==> src/rtl/cache_pkg.sv <==
// Shared types and data-path helpers for the cache load/store unit.
package cache_pkg;

  typedef enum logic [1:0] {
    SZ_B = 2'd0,
    SZ_H = 2'd1,
    SZ_W = 2'd2
  } size_e;

  typedef struct packed {
    logic [1:0] off;
    size_e      size;
    logic       uns;
  } rd_meta_t;

  localparam int META_W = $bits(rd_meta_t);

  function automatic logic [31:0] store_rep(input logic [1:0] sz, input logic [31:0] w);
    case (sz)
      SZ_B:    store_rep = {4{w[7:0]}};
      SZ_H:    store_rep = {2{w[15:0]}};
      default: store_rep = w;
    endcase
  endfunction

  function automatic logic [3:0] store_mask(input logic [1:0] sz, input logic [1:0] off);
    case (sz)
      SZ_B:    store_mask = 4'b0001 << off;
      SZ_H:    store_mask = 4'b0011 << off;
      default: store_mask = 4'b1111;
    endcase
  endfunction

  function automatic logic [31:0] load_align(input logic [31:0] d, input rd_meta_t m);
    logic [7:0]  b;
    logic [15:0] h;
    b = d[{m.off, 3'b000} +: 8];
    h = d[{m.off[1], 4'b0000} +: 16];
    case (m.size)
      SZ_B:    load_align = m.uns ? {24'd0, b} : {{24{b[7]}}, b};
      SZ_H:    load_align = m.uns ? {16'd0, h} : {{16{h[15]}}, h};
      default: load_align = d;
    endcase
  endfunction

endpackage

==> src/rtl/cache_lsu_if.sv <==
// Core request/response and cache port bundle for cache_lsu.
interface cache_lsu_if;
  logic        req_vld_i;
  logic        req_rdy_o;
  logic [31:0] req_addr_i;
  logic        req_we_i;
  logic        req_unsigned_i;
  logic [1:0]  req_size_i;
  logic [31:0] req_wdat_i;
  logic        rsp_vld_o;
  logic        rsp_rdy_i;
  logic [31:0] rsp_data_o;
  logic        err_o;
  logic        timeout_o;
  logic        p0_uvld_o;
  logic        p0_urdy_i;
  logic [31:0] p0_addr_o;
  logic        p0_web_o;
  logic [31:0] p0_wdat_o;
  logic [3:0]  p0_wmask_o;
  logic        p0_dvld_i;
  logic        p0_drdy_o;
  logic [31:0] p0_ddat_i;

  modport slave (
    input  req_vld_i, req_addr_i, req_we_i, req_unsigned_i, req_size_i, req_wdat_i,
           rsp_rdy_i, p0_urdy_i, p0_dvld_i, p0_ddat_i,
    output req_rdy_o, rsp_vld_o, rsp_data_o, err_o, timeout_o,
           p0_uvld_o, p0_addr_o, p0_web_o, p0_wdat_o, p0_wmask_o, p0_drdy_o
  );

  modport master (
    output req_vld_i, req_addr_i, req_we_i, req_unsigned_i, req_size_i, req_wdat_i,
           rsp_rdy_i, p0_urdy_i, p0_dvld_i, p0_ddat_i,
    input  req_rdy_o, rsp_vld_o, rsp_data_o, err_o, timeout_o,
           p0_uvld_o, p0_addr_o, p0_web_o, p0_wdat_o, p0_wmask_o, p0_drdy_o
  );
endinterface

==> src/rtl/cache_lsu_fifo.sv <==
// Read-metadata queue: circular buffer with occupancy count, push and pop allowed together.
module cache_lsu_fifo #(
  parameter int DEPTH = 2,
  parameter int WIDTH = 8
) (
  input  logic             clk,
  input  logic             reset,
  input  logic             push,
  input  logic             pop,
  input  logic [WIDTH-1:0] din,
  output logic [WIDTH-1:0] dout,
  output logic             full,
  output logic             empty
);

  localparam int PW = (DEPTH > 1) ? $clog2(DEPTH) : 1;
  localparam int CW = $clog2(DEPTH + 1);

  logic [WIDTH-1:0] mem [DEPTH];
  logic [PW-1:0]    wr_ptr, rd_ptr;
  logic [CW-1:0]    cnt;
  logic             push_ok, pop_ok;

  function automatic logic [PW-1:0] nxt(input logic [PW-1:0] p);
    nxt = (p == PW'(DEPTH - 1)) ? '0 : p + 1'b1;
  endfunction

  assign pop_ok  = pop & !empty;
  assign push_ok = push & (!full | pop_ok);
  assign full    = (cnt == CW'(DEPTH));
  assign empty   = (cnt == '0);
  assign dout    = mem[rd_ptr];

  always_ff @(posedge clk) begin
    if (push_ok) mem[wr_ptr] <= din;
  end

  always_ff @(posedge clk or posedge reset) begin
    if (reset) begin
      wr_ptr <= '0;
      rd_ptr <= '0;
      cnt    <= '0;
    end else begin
      if (push_ok) wr_ptr <= nxt(wr_ptr);
      if (pop_ok)  rd_ptr <= nxt(rd_ptr);
      case ({push_ok, pop_ok})
        2'b10:   cnt <= cnt + 1'b1;
        2'b01:   cnt <= cnt - 1'b1;
        default: cnt <= cnt;
      endcase
    end
  end

endmodule

==> src/rtl/cache_lsu.sv <==
// Load/store unit between core and cache port p0; single request stage, in-order reads.
// Optional response timeout monitor enabled by defining CACHE_LSU_TIMEOUT_EN.
module cache_lsu
  import cache_pkg::*;
#(
  parameter int         MAX_OUTSTANDING = 2,
  parameter logic [7:0] TIMEOUT_CYCLES  = 8'd255
) (
  input logic        clk,
  input logic        reset,
  cache_lsu_if.slave bus
);

  logic        rdy_en;
  logic        stg_vld;
  logic [31:0] stg_addr;
  logic        stg_web;
  logic [31:0] stg_wdat;
  logic [3:0]  stg_wmask;
  rd_meta_t    stg_meta;
  logic        err_q;
  logic        rsp_vld;
  logic [31:0] rsp_data;

  logic        fifo_full, fifo_empty;
  rd_meta_t    head;
  logic        push, pop, issue, rd_stall, accept, bad, uvld, req_rdy;

  assign bad = (bus.req_size_i == 2'd3) ||
               ((bus.req_size_i == SZ_H) && bus.req_addr_i[0]) ||
               ((bus.req_size_i == SZ_W) && (bus.req_addr_i[1:0] != 2'b00));

  // A read waits for a free metadata slot; a pop in the same cycle frees one.
  assign pop      = bus.p0_dvld_i & bus.p0_drdy_o & !fifo_empty;
  assign rd_stall = stg_web & fifo_full & !pop;
  assign uvld     = stg_vld & !rd_stall;
  assign issue    = uvld & bus.p0_urdy_i;
  assign push     = issue & stg_web;
  assign req_rdy  = rdy_en & (!stg_vld | issue);
  assign accept   = bus.req_vld_i & req_rdy;

  always_ff @(posedge clk or posedge reset) begin
    if (reset) begin
      rdy_en    <= 1'b0;
      stg_vld   <= 1'b0;
      stg_addr  <= '0;
      stg_web   <= 1'b0;
      stg_wdat  <= '0;
      stg_wmask <= '0;
      stg_meta  <= '0;
      err_q     <= 1'b0;
    end else begin
      rdy_en <= 1'b1;
      err_q  <= accept & bad;
      if (accept && !bad) begin
        stg_vld   <= 1'b1;
        stg_addr  <= {bus.req_addr_i[31:2], 2'b00};
        stg_web   <= !bus.req_we_i;
        stg_wdat  <= store_rep(bus.req_size_i, bus.req_wdat_i);
        stg_wmask <= bus.req_we_i ? store_mask(bus.req_size_i, bus.req_addr_i[1:0]) : 4'b0000;
        stg_meta  <= '{off: bus.req_addr_i[1:0], size: size_e'(bus.req_size_i),
                       uns: bus.req_unsigned_i};
      end else if (issue) begin
        stg_vld <= 1'b0;
      end
    end
  end

  cache_lsu_fifo #(
    .DEPTH(MAX_OUTSTANDING),
    .WIDTH(META_W)
  ) u_fifo (
    .clk  (clk),
    .reset(reset),
    .push (push),
    .pop  (pop),
    .din  (stg_meta),
    .dout (head),
    .full (fifo_full),
    .empty(fifo_empty)
  );

  always_ff @(posedge clk or posedge reset) begin
    if (reset) begin
      rsp_vld  <= 1'b0;
      rsp_data <= '0;
    end else if (pop) begin
      rsp_vld  <= 1'b1;
      rsp_data <= load_align(bus.p0_ddat_i, head);
    end else if (bus.rsp_rdy_i) begin
      rsp_vld <= 1'b0;
    end
  end

`ifdef CACHE_LSU_TIMEOUT_EN
  logic [7:0] to_cnt;
  logic       to_flag;

  // Down-counter reloads whenever nothing is waiting or a response arrives.
  always_ff @(posedge clk or posedge reset) begin
    if (reset) begin
      to_cnt  <= TIMEOUT_CYCLES;
      to_flag <= 1'b0;
    end else if (fifo_empty || pop) begin
      to_cnt <= TIMEOUT_CYCLES;
    end else if (to_cnt != 8'd0) begin
      to_cnt <= to_cnt - 8'd1;
      if (to_cnt == 8'd1) to_flag <= 1'b1;
    end
  end

  assign bus.timeout_o = to_flag;
`else
  assign bus.timeout_o = 1'b0;
`endif

  assign bus.req_rdy_o  = req_rdy;
  assign bus.p0_uvld_o  = uvld;
  assign bus.p0_addr_o  = stg_addr;
  assign bus.p0_web_o   = stg_web;
  assign bus.p0_wdat_o  = stg_wdat;
  assign bus.p0_wmask_o = stg_wmask;
  assign bus.p0_drdy_o  = !rsp_vld | bus.rsp_rdy_i;
  assign bus.rsp_vld_o  = rsp_vld;
  assign bus.rsp_data_o = rsp_data;
  assign bus.err_o      = err_q;

endmodule

==> src/flat_wrapper.sv <==
// flat-port wrapper written by rule: the top's interface ports become plain ports
module cache_lsu_flat import cache_pkg::*;
#(
  parameter int         MAX_OUTSTANDING = 2,
  parameter logic [7:0] TIMEOUT_CYCLES  = 8'd255
)
  (clk, reset, bus_req_vld_i, bus_req_addr_i, bus_req_we_i, bus_req_unsigned_i, bus_req_size_i, bus_req_wdat_i, bus_rsp_rdy_i, bus_p0_urdy_i, bus_p0_dvld_i, bus_p0_ddat_i, bus_req_rdy_o, bus_rsp_vld_o, bus_rsp_data_o, bus_err_o, bus_timeout_o, bus_p0_uvld_o, bus_p0_addr_o, bus_p0_web_o, bus_p0_wdat_o, bus_p0_wmask_o, bus_p0_drdy_o);
  cache_lsu_if bus_i ();
  input logic clk;
  input logic reset;
  input wire logic [$bits(bus_i.req_vld_i)-1:0] bus_req_vld_i;
  input wire logic [$bits(bus_i.req_addr_i)-1:0] bus_req_addr_i;
  input wire logic [$bits(bus_i.req_we_i)-1:0] bus_req_we_i;
  input wire logic [$bits(bus_i.req_unsigned_i)-1:0] bus_req_unsigned_i;
  input wire logic [$bits(bus_i.req_size_i)-1:0] bus_req_size_i;
  input wire logic [$bits(bus_i.req_wdat_i)-1:0] bus_req_wdat_i;
  input wire logic [$bits(bus_i.rsp_rdy_i)-1:0] bus_rsp_rdy_i;
  input wire logic [$bits(bus_i.p0_urdy_i)-1:0] bus_p0_urdy_i;
  input wire logic [$bits(bus_i.p0_dvld_i)-1:0] bus_p0_dvld_i;
  input wire logic [$bits(bus_i.p0_ddat_i)-1:0] bus_p0_ddat_i;
  output wire logic [$bits(bus_i.req_rdy_o)-1:0] bus_req_rdy_o;
  output wire logic [$bits(bus_i.rsp_vld_o)-1:0] bus_rsp_vld_o;
  output wire logic [$bits(bus_i.rsp_data_o)-1:0] bus_rsp_data_o;
  output wire logic [$bits(bus_i.err_o)-1:0] bus_err_o;
  output wire logic [$bits(bus_i.timeout_o)-1:0] bus_timeout_o;
  output wire logic [$bits(bus_i.p0_uvld_o)-1:0] bus_p0_uvld_o;
  output wire logic [$bits(bus_i.p0_addr_o)-1:0] bus_p0_addr_o;
  output wire logic [$bits(bus_i.p0_web_o)-1:0] bus_p0_web_o;
  output wire logic [$bits(bus_i.p0_wdat_o)-1:0] bus_p0_wdat_o;
  output wire logic [$bits(bus_i.p0_wmask_o)-1:0] bus_p0_wmask_o;
  output wire logic [$bits(bus_i.p0_drdy_o)-1:0] bus_p0_drdy_o;
  assign bus_i.req_vld_i = bus_req_vld_i;
  assign bus_i.req_addr_i = bus_req_addr_i;
  assign bus_i.req_we_i = bus_req_we_i;
  assign bus_i.req_unsigned_i = bus_req_unsigned_i;
  assign bus_i.req_size_i = bus_req_size_i;
  assign bus_i.req_wdat_i = bus_req_wdat_i;
  assign bus_i.rsp_rdy_i = bus_rsp_rdy_i;
  assign bus_i.p0_urdy_i = bus_p0_urdy_i;
  assign bus_i.p0_dvld_i = bus_p0_dvld_i;
  assign bus_i.p0_ddat_i = bus_p0_ddat_i;
  assign bus_req_rdy_o = bus_i.req_rdy_o;
  assign bus_rsp_vld_o = bus_i.rsp_vld_o;
  assign bus_rsp_data_o = bus_i.rsp_data_o;
  assign bus_err_o = bus_i.err_o;
  assign bus_timeout_o = bus_i.timeout_o;
  assign bus_p0_uvld_o = bus_i.p0_uvld_o;
  assign bus_p0_addr_o = bus_i.p0_addr_o;
  assign bus_p0_web_o = bus_i.p0_web_o;
  assign bus_p0_wdat_o = bus_i.p0_wdat_o;
  assign bus_p0_wmask_o = bus_i.p0_wmask_o;
  assign bus_p0_drdy_o = bus_i.p0_drdy_o;
  cache_lsu #(.MAX_OUTSTANDING(MAX_OUTSTANDING), .TIMEOUT_CYCLES(TIMEOUT_CYCLES)) u_core (.clk(clk), .reset(reset), .bus(bus_i));
endmodule
==> config.mk <==
export PLATFORM = sky130hd
export DESIGN_NAME = cache_lsu_flat
export DESIGN_NICKNAME = d
export VERILOG_FILES = /design/src/rtl/cache_pkg.sv /design/src/rtl/cache_lsu_if.sv /design/src/rtl/cache_lsu_fifo.sv /design/src/rtl/cache_lsu.sv /design/src/flat_wrapper.sv
export SDC_FILE = /design/constraint.sdc
export NUM_CORES = 1
export LEC_CHECK = 0
export CORE_ASPECT_RATIO = 1.75
export CORE_MARGIN = 5
export CORE_UTILIZATION = 32
export CTS_CLUSTER_SIZE = 28
export DETAILED_ROUTE_END_ITERATION = 8
export GPL_ROUTABILITY_DRIVEN = 0
export SLEW_MARGIN = 20
export SYNTH_ARGS = -nofsm -noshare
export SYNTH_HDL_FRONTEND = slang
export SYNTH_SLANG_ARGS = --single-unit
==> constraint.sdc <==
create_clock -name clk -period 6.4 [get_ports clk]
set_input_delay 1.28 -clock clk [delete_from_list [all_inputs] [get_ports clk]]
set_output_delay 1.28 -clock clk [all_outputs]
set_load 0.05 [all_outputs]
# After elaboration in Yosys (flattened, before gate mapping)
# Memory sizes are Yosys's and may differ from the RTL's.
# Index checks and enable logic that the tools add are counted.
[totals]
in_bits = 106
wordCells = 81
ff_bits = 112
memories = 1
ram_bits = 10
out_inout_bits = 107
[memory_table]
columns = ["name", "depth", "word_bits", "read_ports", "rd_clocked_by_memory_dff", "write_ports", "line", "text"]
rows = [
  ["u_core.u_fifo.mem", 2, 5, 1, 0, 1, "cache_lsu_fifo.sv:19", "logic [WIDTH-1:0] mem [DEPTH];"],
]
[classes]
n_bitwise = 15
shift = 4
add_sub_neg = 4
eq_ne = 7
n_mux = 15
reduce_logical = 20
[ops]
columns = ["operator", "count"]
rows = [
  ["one-hot mux 32 bit (2 select lines)", 2],
  ["two-way mux 32 bit", 2],
  ["variable part select 32 x 6 -> 16 bit", 1],
  ["variable part select 32 x 6 -> 8 bit", 1],
  ["bitwise AND 1 bit", 12],
  ["== test 2 bit, second input constant", 4],
  ["zero test 1 bit", 8],
  ["two-way mux 1 bit", 8],
  ["one-hot mux 4 bit (2 select lines)", 1],
  ["nonzero test 2 bit", 4],
  ["== test 2 x 1 -> 1 bit, second input constant", 3],
  ["zero test 2 bit", 3],
  ["two-way mux 4 bit", 1],
  ["one-hot mux 2 bit (2 select lines)", 1],
  ["<< shifter 1 x 2 -> 4 bit, first input constant", 1],
  ["<< shifter 2 x 2 -> 4 bit, first input constant", 1],
  ["logical AND 1 bit", 3],
  ["bitwise OR 1 bit", 3],
  ["adder 1 bit, second input constant", 2],
  ["adder 2 x 1 -> 2 bit, second input constant", 1],
  ["logical OR 1 bit", 2],
  ["subtractor 2 x 1 -> 2 bit, second input constant", 1],
]

# Logic depth before layout (Yosys ltp)
[logic_depth]
ltp_word = 14
mapped_depth = 9
depth_no_buf = 8

# Modules after synthesis
# A second synthesis with hierarchy kept.
[hier_totals]
hier_cells = 471
hier_area_um2 = 5873.1
[by_module_without_submodules]
columns = ["mod", "seq_area_each_um2", "instances", "cells_each", "area_per_inst_um2"]
rows = [
  ["cache_lsu", 2702.6, 1, 435, 5290.1],
  ["cache_lsu_fifo", 400.4, 1, 36, 583.1],
]

# Worst setup path before layout
# Ideal clock, no wire load.
[synth_timing]
kind = "input-to-output"
startpoint = "input port bus_rsp_rdy_i"
endpoint = "output port bus_req_rdy_o"
path_buffers = 0
path_stages = 4
arrival_ns = 2.071
required_time_ns = 5.120
setup_slack_ns = 3.049
cell_sequence = "nand2b_4 > a21oi_2 > o21ai_2 > and2_2"
[synth_between]
elab_chain_len = 10
[synth_lines]
columns = ["item", "line", "text"]
rows = [
  ["start: declaration", "flat_wrapper.sv:17", "input wire logic [$bits(bus_i.rsp_rdy_i)-1:0] bus_rsp_rdy_i;"],
  ["bitwise OR 1 bit", "cache_lsu.sv:123", "assign bus.p0_drdy_o = !rsp_vld | bus.rsp_rdy_i;"],
  ["bitwise AND 1 bit (2 in series)", "cache_lsu.sv:34", "assign pop = bus.p0_dvld_i & bus.p0_drdy_o & !fifo_empty;"],
  ["zero test 1 bit", "cache_lsu.sv:35", "assign rd_stall = stg_web & fifo_full & !pop;"],
  ["bitwise AND 1 bit", "cache_lsu.sv:35", ""],
  ["zero test 1 bit", "cache_lsu.sv:36", "assign uvld = stg_vld & !rd_stall;"],
  ["bitwise AND 1 bit", "cache_lsu.sv:36", ""],
  ["bitwise AND 1 bit", "cache_lsu.sv:37", "assign issue = uvld & bus.p0_urdy_i;"],
  ["bitwise OR 1 bit", "cache_lsu.sv:39", "assign req_rdy = rdy_en & (!stg_vld | issue);"],
  ["bitwise AND 1 bit", "cache_lsu.sv:39", ""],
  ["end: declaration", "flat_wrapper.sv:21", "output wire logic [$bits(bus_i.req_rdy_o)-1:0] bus_req_rdy_o;"],
]
# No other way between the ends.

# Final worst setup path
# Same ends and word-level chain as after synthesis.

==> run_results.csv <==
group,metric,value,unit
outcome,status,"finished, final reports clean",
final_layout,diodes,0,
route,drt_iter0_drc,180,
global_route,grt_pass1_vias,4951,
job,drv_cap,0,
route,ant_nets,0,
yosys,synth_simple_gate_area_share,10.1,%
yosys,synth-main-ff-cell,"dfrtp_1",
sta,fmax,223,MHz
final_layout,stdcell_area,0.00874,mm2
sta,rsz0062_at_grt,"false",
place,hpwl,13000,um
power_and_ir_drop,p_leak,3.68,nW
yosys,synth_top_family_by_area,"multiplexers",
setup_path,critPathSlowestCell,"clkdlybuf4s50_1",
yosys,netlist_area,0.00591,mm2
floorplanning,rows,65,
setup_path,worstPathRequired,5.12,ns
place,io_buffers,209,
setup_path,crit_type,"input pin to primary output",
sta,slew_violations,0,
setup_path,cp-start-kind,"input pin",
clock_network,post_cts_resized,0,
min_path,hold_start,"u_core.stg_meta[3]$_DFFE_PP0P_",
clock_network,post_cts_buffers,0,
route,wl,17400,um
global_route,grt_pass1_wl,27100,um
sta,worstMarginPinSlew,0.979,ns
setup_path,crit_buf_inv,2,
clock_network,clk_latency,0.41,ns
floorplanning,die_w,113,um
clock_network,clkSlewWorstSetupHoldPaths,0.05,ns
route,avgViaCountPerCell,4.86,
final_layout,drive_above_1_share,19.7,%
floorplanning,start_util,32.6,%
yosys,yosysSeqAreaShare,52.5,%
yosys,async_flop_share,91.8,%
yosys,ys_warn_count,0,
final_layout,area_growth,47.9,%
floorplanning,die_area,0.0214,mm2
sta,worst_clock_skew,0.00997,ns
sta,setup_viol,0,
place,placed_area,0.00812,mm2
sta,period_needed,4.48,ns
setup_path,regToRegStartpoint,"u_core.u_fifo.rd_ptr$_DFFE_PP0P_",
global_route,antenna_found_initial,0,
route,vias,4513,
yosys,synth-edff-count,10,
setup_path,crit_arrival,3.20,ns
yosys,synth.ff_latch_count,122,
clock_network,cts_tree,"done",
clock_network,clk_path_buf_depth,2,
sta,post-route-period-util,70.1,%
power_and_ir_drop,power.density,475,mW/mm2
route,dr.pass1.iters,5,
floorplanning,pin_count,213,
yosys,synth_fa_ha_area_share,0.212,%
floorplanning,die_y,190,um
sta,finalHoldViolations,0,
final_layout,nets,788,
setup_path,worstSetupEndpointType,"primary output",
setup_path,startpoint,"bus_rsp_rdy_i",
setup_path,critPathTopFamily,"buffers and inverters",
yosys,synth_compound_area_share,8.42,%
clock_network,root_buffer,"clkbuf_16",
sta,relSlewSlack,34.5,%
clock_network,numCtsBuffers,17,
setup_path,critPathMaxStageDelay,0.83,ns
power_and_ir_drop,vdd_drop_max,0.000236,V
floorplanning,coreArea,0.0181,mm2
yosys,synth_xor_area_share,0.741,%
yosys,syn_inst,476,
setup_path,cp_common_cell,"clkdlybuf4s50_1",
yosys,syn_avg_cell_area,12.4,um2
clock_network,cts-hold-fix-buffers,0,
setup_path,path_max_fanout,5,
global_route,grt_usage,16.1,%
global_route,grt_max_degree,72,
yosys,synthMuxAreaShare,22.9,%
yosys,yosysUniqueCellTypes,49,
sta,tns,0,ns
route,wl_per_cell,18.7,um
setup_path,path_cells,"clkdlybuf4s50_1 -> nand2b_4 -> a21oi_2 -> o21ai_2 -> and2_2 -> clkdlybuf4s50_1",
clock_network,cts_sinks,122,
min_path,worstHoldPathType,"flop to flop",
route,drc,0,
global_route,grt_overflow,0,
clock_network,htreeDepth,4,
cells in the mapped netlist, types with 3 or more instances:
master	count	area share, %
nand3_1	33	2.8
a21oi_1	21	1.8
buf_4	3	0.38
buf_2	8	0.68
dfrtp_1	112	47
mux2_4	55	14
xnor2_1	4	0.59
buf_6	3	0.57
mux2i_1	19	3.2
o21ai_0	23	1.9
o32a_1	5	0.85
a221oi_1	7	1.0
o21a_1	3	0.38
o22a_1	4	0.59
nand2b_1	3	0.32
buf_12	6	2.0
nor2_1	18	1.1
nand2_1	58	3.7
mux2_2	30	5.7
inv_1	10	0.63
clkbuf_1	8	0.51
edfxtp_1	10	5.1
flip-flops by register name, indices dropped and copies added, names as in the netlist, 2 cells and up:
register and cells:
u_core.bus.p0_wdat_o 32, u_core.bus.rsp_data_o 32, u_core.bus.p0_addr_o 30, u_core.u_fifo.mem 10, u_core.stg_meta 5, u_core.bus.p0_wmask_o 4
u_core.u_fifo.cnt 2
final cells by class:
type	count	area [um2]
inverter	10	40.0
timing repair buffer	215	2160
clock inverter	10	140
sequential	122	3100
tap	234	293
clock buffer	22	484
fill	1628	9390
multi-input combinational	315	2530
per-layer routing:
metal  track usage (%)  up-vias  share of wire (%)
li1                  -     2085                  -
met4              6.76        0                2.5
met1              17.9     2191                 37
met3              6.02       22                9.0
met5                 0        -                  0
met2              27.5      215                 51
cell usage in the layout, fill, tap and decap left out, types with 3 or more instances in the layout:
cell type | netlist | routed
mux2_4 | 55 | 55
clkdlybuf4s50_1 | 0 | 209
o22a_1 | 4 | 4
clkinvlp_4 | 0 | 6
a21oi_1 | 21 | 21
conb_1 | 2 | 4
mux2_2 | 30 | 30
mux2i_1 | 19 | 18
nand2b_1 | 3 | 3
xnor2_1 | 4 | 4
bufinv_16 | 0 | 3
nand3_1 | 33 | 33
nor2_1 | 18 | 18
o32a_1 | 5 | 5
o21a_1 | 3 | 3
inv_1 | 10 | 9
clkbuf_8 | 0 | 4
dfrtp_1 | 112 | 112
a221oi_1 | 7 | 7
nand2_1 | 58 | 58
o21ai_0 | 23 | 23
edfxtp_1 | 10 | 10
buf_4 | 3 | 5
clkbuf_16 | 0 | 17
worst paths after layout:
| path | to | slack, ns | depth (start not counted) |
|---|---|---|---|
| max | bus_req_rdy_o | 1.92 | 6 |
| max in group asynchronous | u_core.bus.err_o$_DFF_PP0_ | 3.82 | 3 |
| min reg2reg | u_core.u_fifo.mem[0][3]$_DFFE_PP_ | 0.48 | 0 |
| min in group asynchronous | u_core.bus.p0_addr_o[2]$_DFFE_PP0P_ | 1.44 | 2 |
| max reg2reg | u_core.bus.rsp_data_o[23]$_DFFE_PP0P_ | 3.66 | 5 |
| min | u_core.u_fifo.mem[0][3]$_DFFE_PP_ | 0.48 | 0 |
cell families (layout without fill, tap and decap cells):
| group | Yosys count | after routing |
|---|---|---|
| XOR/XNOR | 5 | 5 |
| multiplexers | 104 | 104 |
| flip-flops | 122 | 122 |
| adder cells (fa/ha/maj) | 1 | 1 |
| other | 2 | 4 |
| AO/OA/AOI/OAI | 74 | 74 |
| buffers and inverters | 41 | 257 |
| AND/OR/NAND/NOR | 127 | 127 |
stage by stage:
step | std cells | setup slack, ns | total power [W] | utilization, % | hold WS, ns
finish | 928 | 1.92 | 0.00415 | 48.2 | 0.475
detailed placement | 896 | 1.92 | 0.00317 | 44.7 | 0.469
floorplan | 478 | 2.16 | 0.00249 | - | 0.437
CTS | 928 | 1.90 | 0.00420 | 48.2 | 0.481
global route | 928 | 1.80 | 0.00433 | 48.2 | 0.498
global placement | 895 | 1.93 | 0.00314 | 44.6 | 0.452
report_power, final:
part           internal [W]  total (W)  switching (W)
clock network      0.000653   0.000999       0.000346
logic              0.000729    0.00195        0.00122
registers           0.00104    0.00120       0.000168
(Power assumes the default switching activity.)
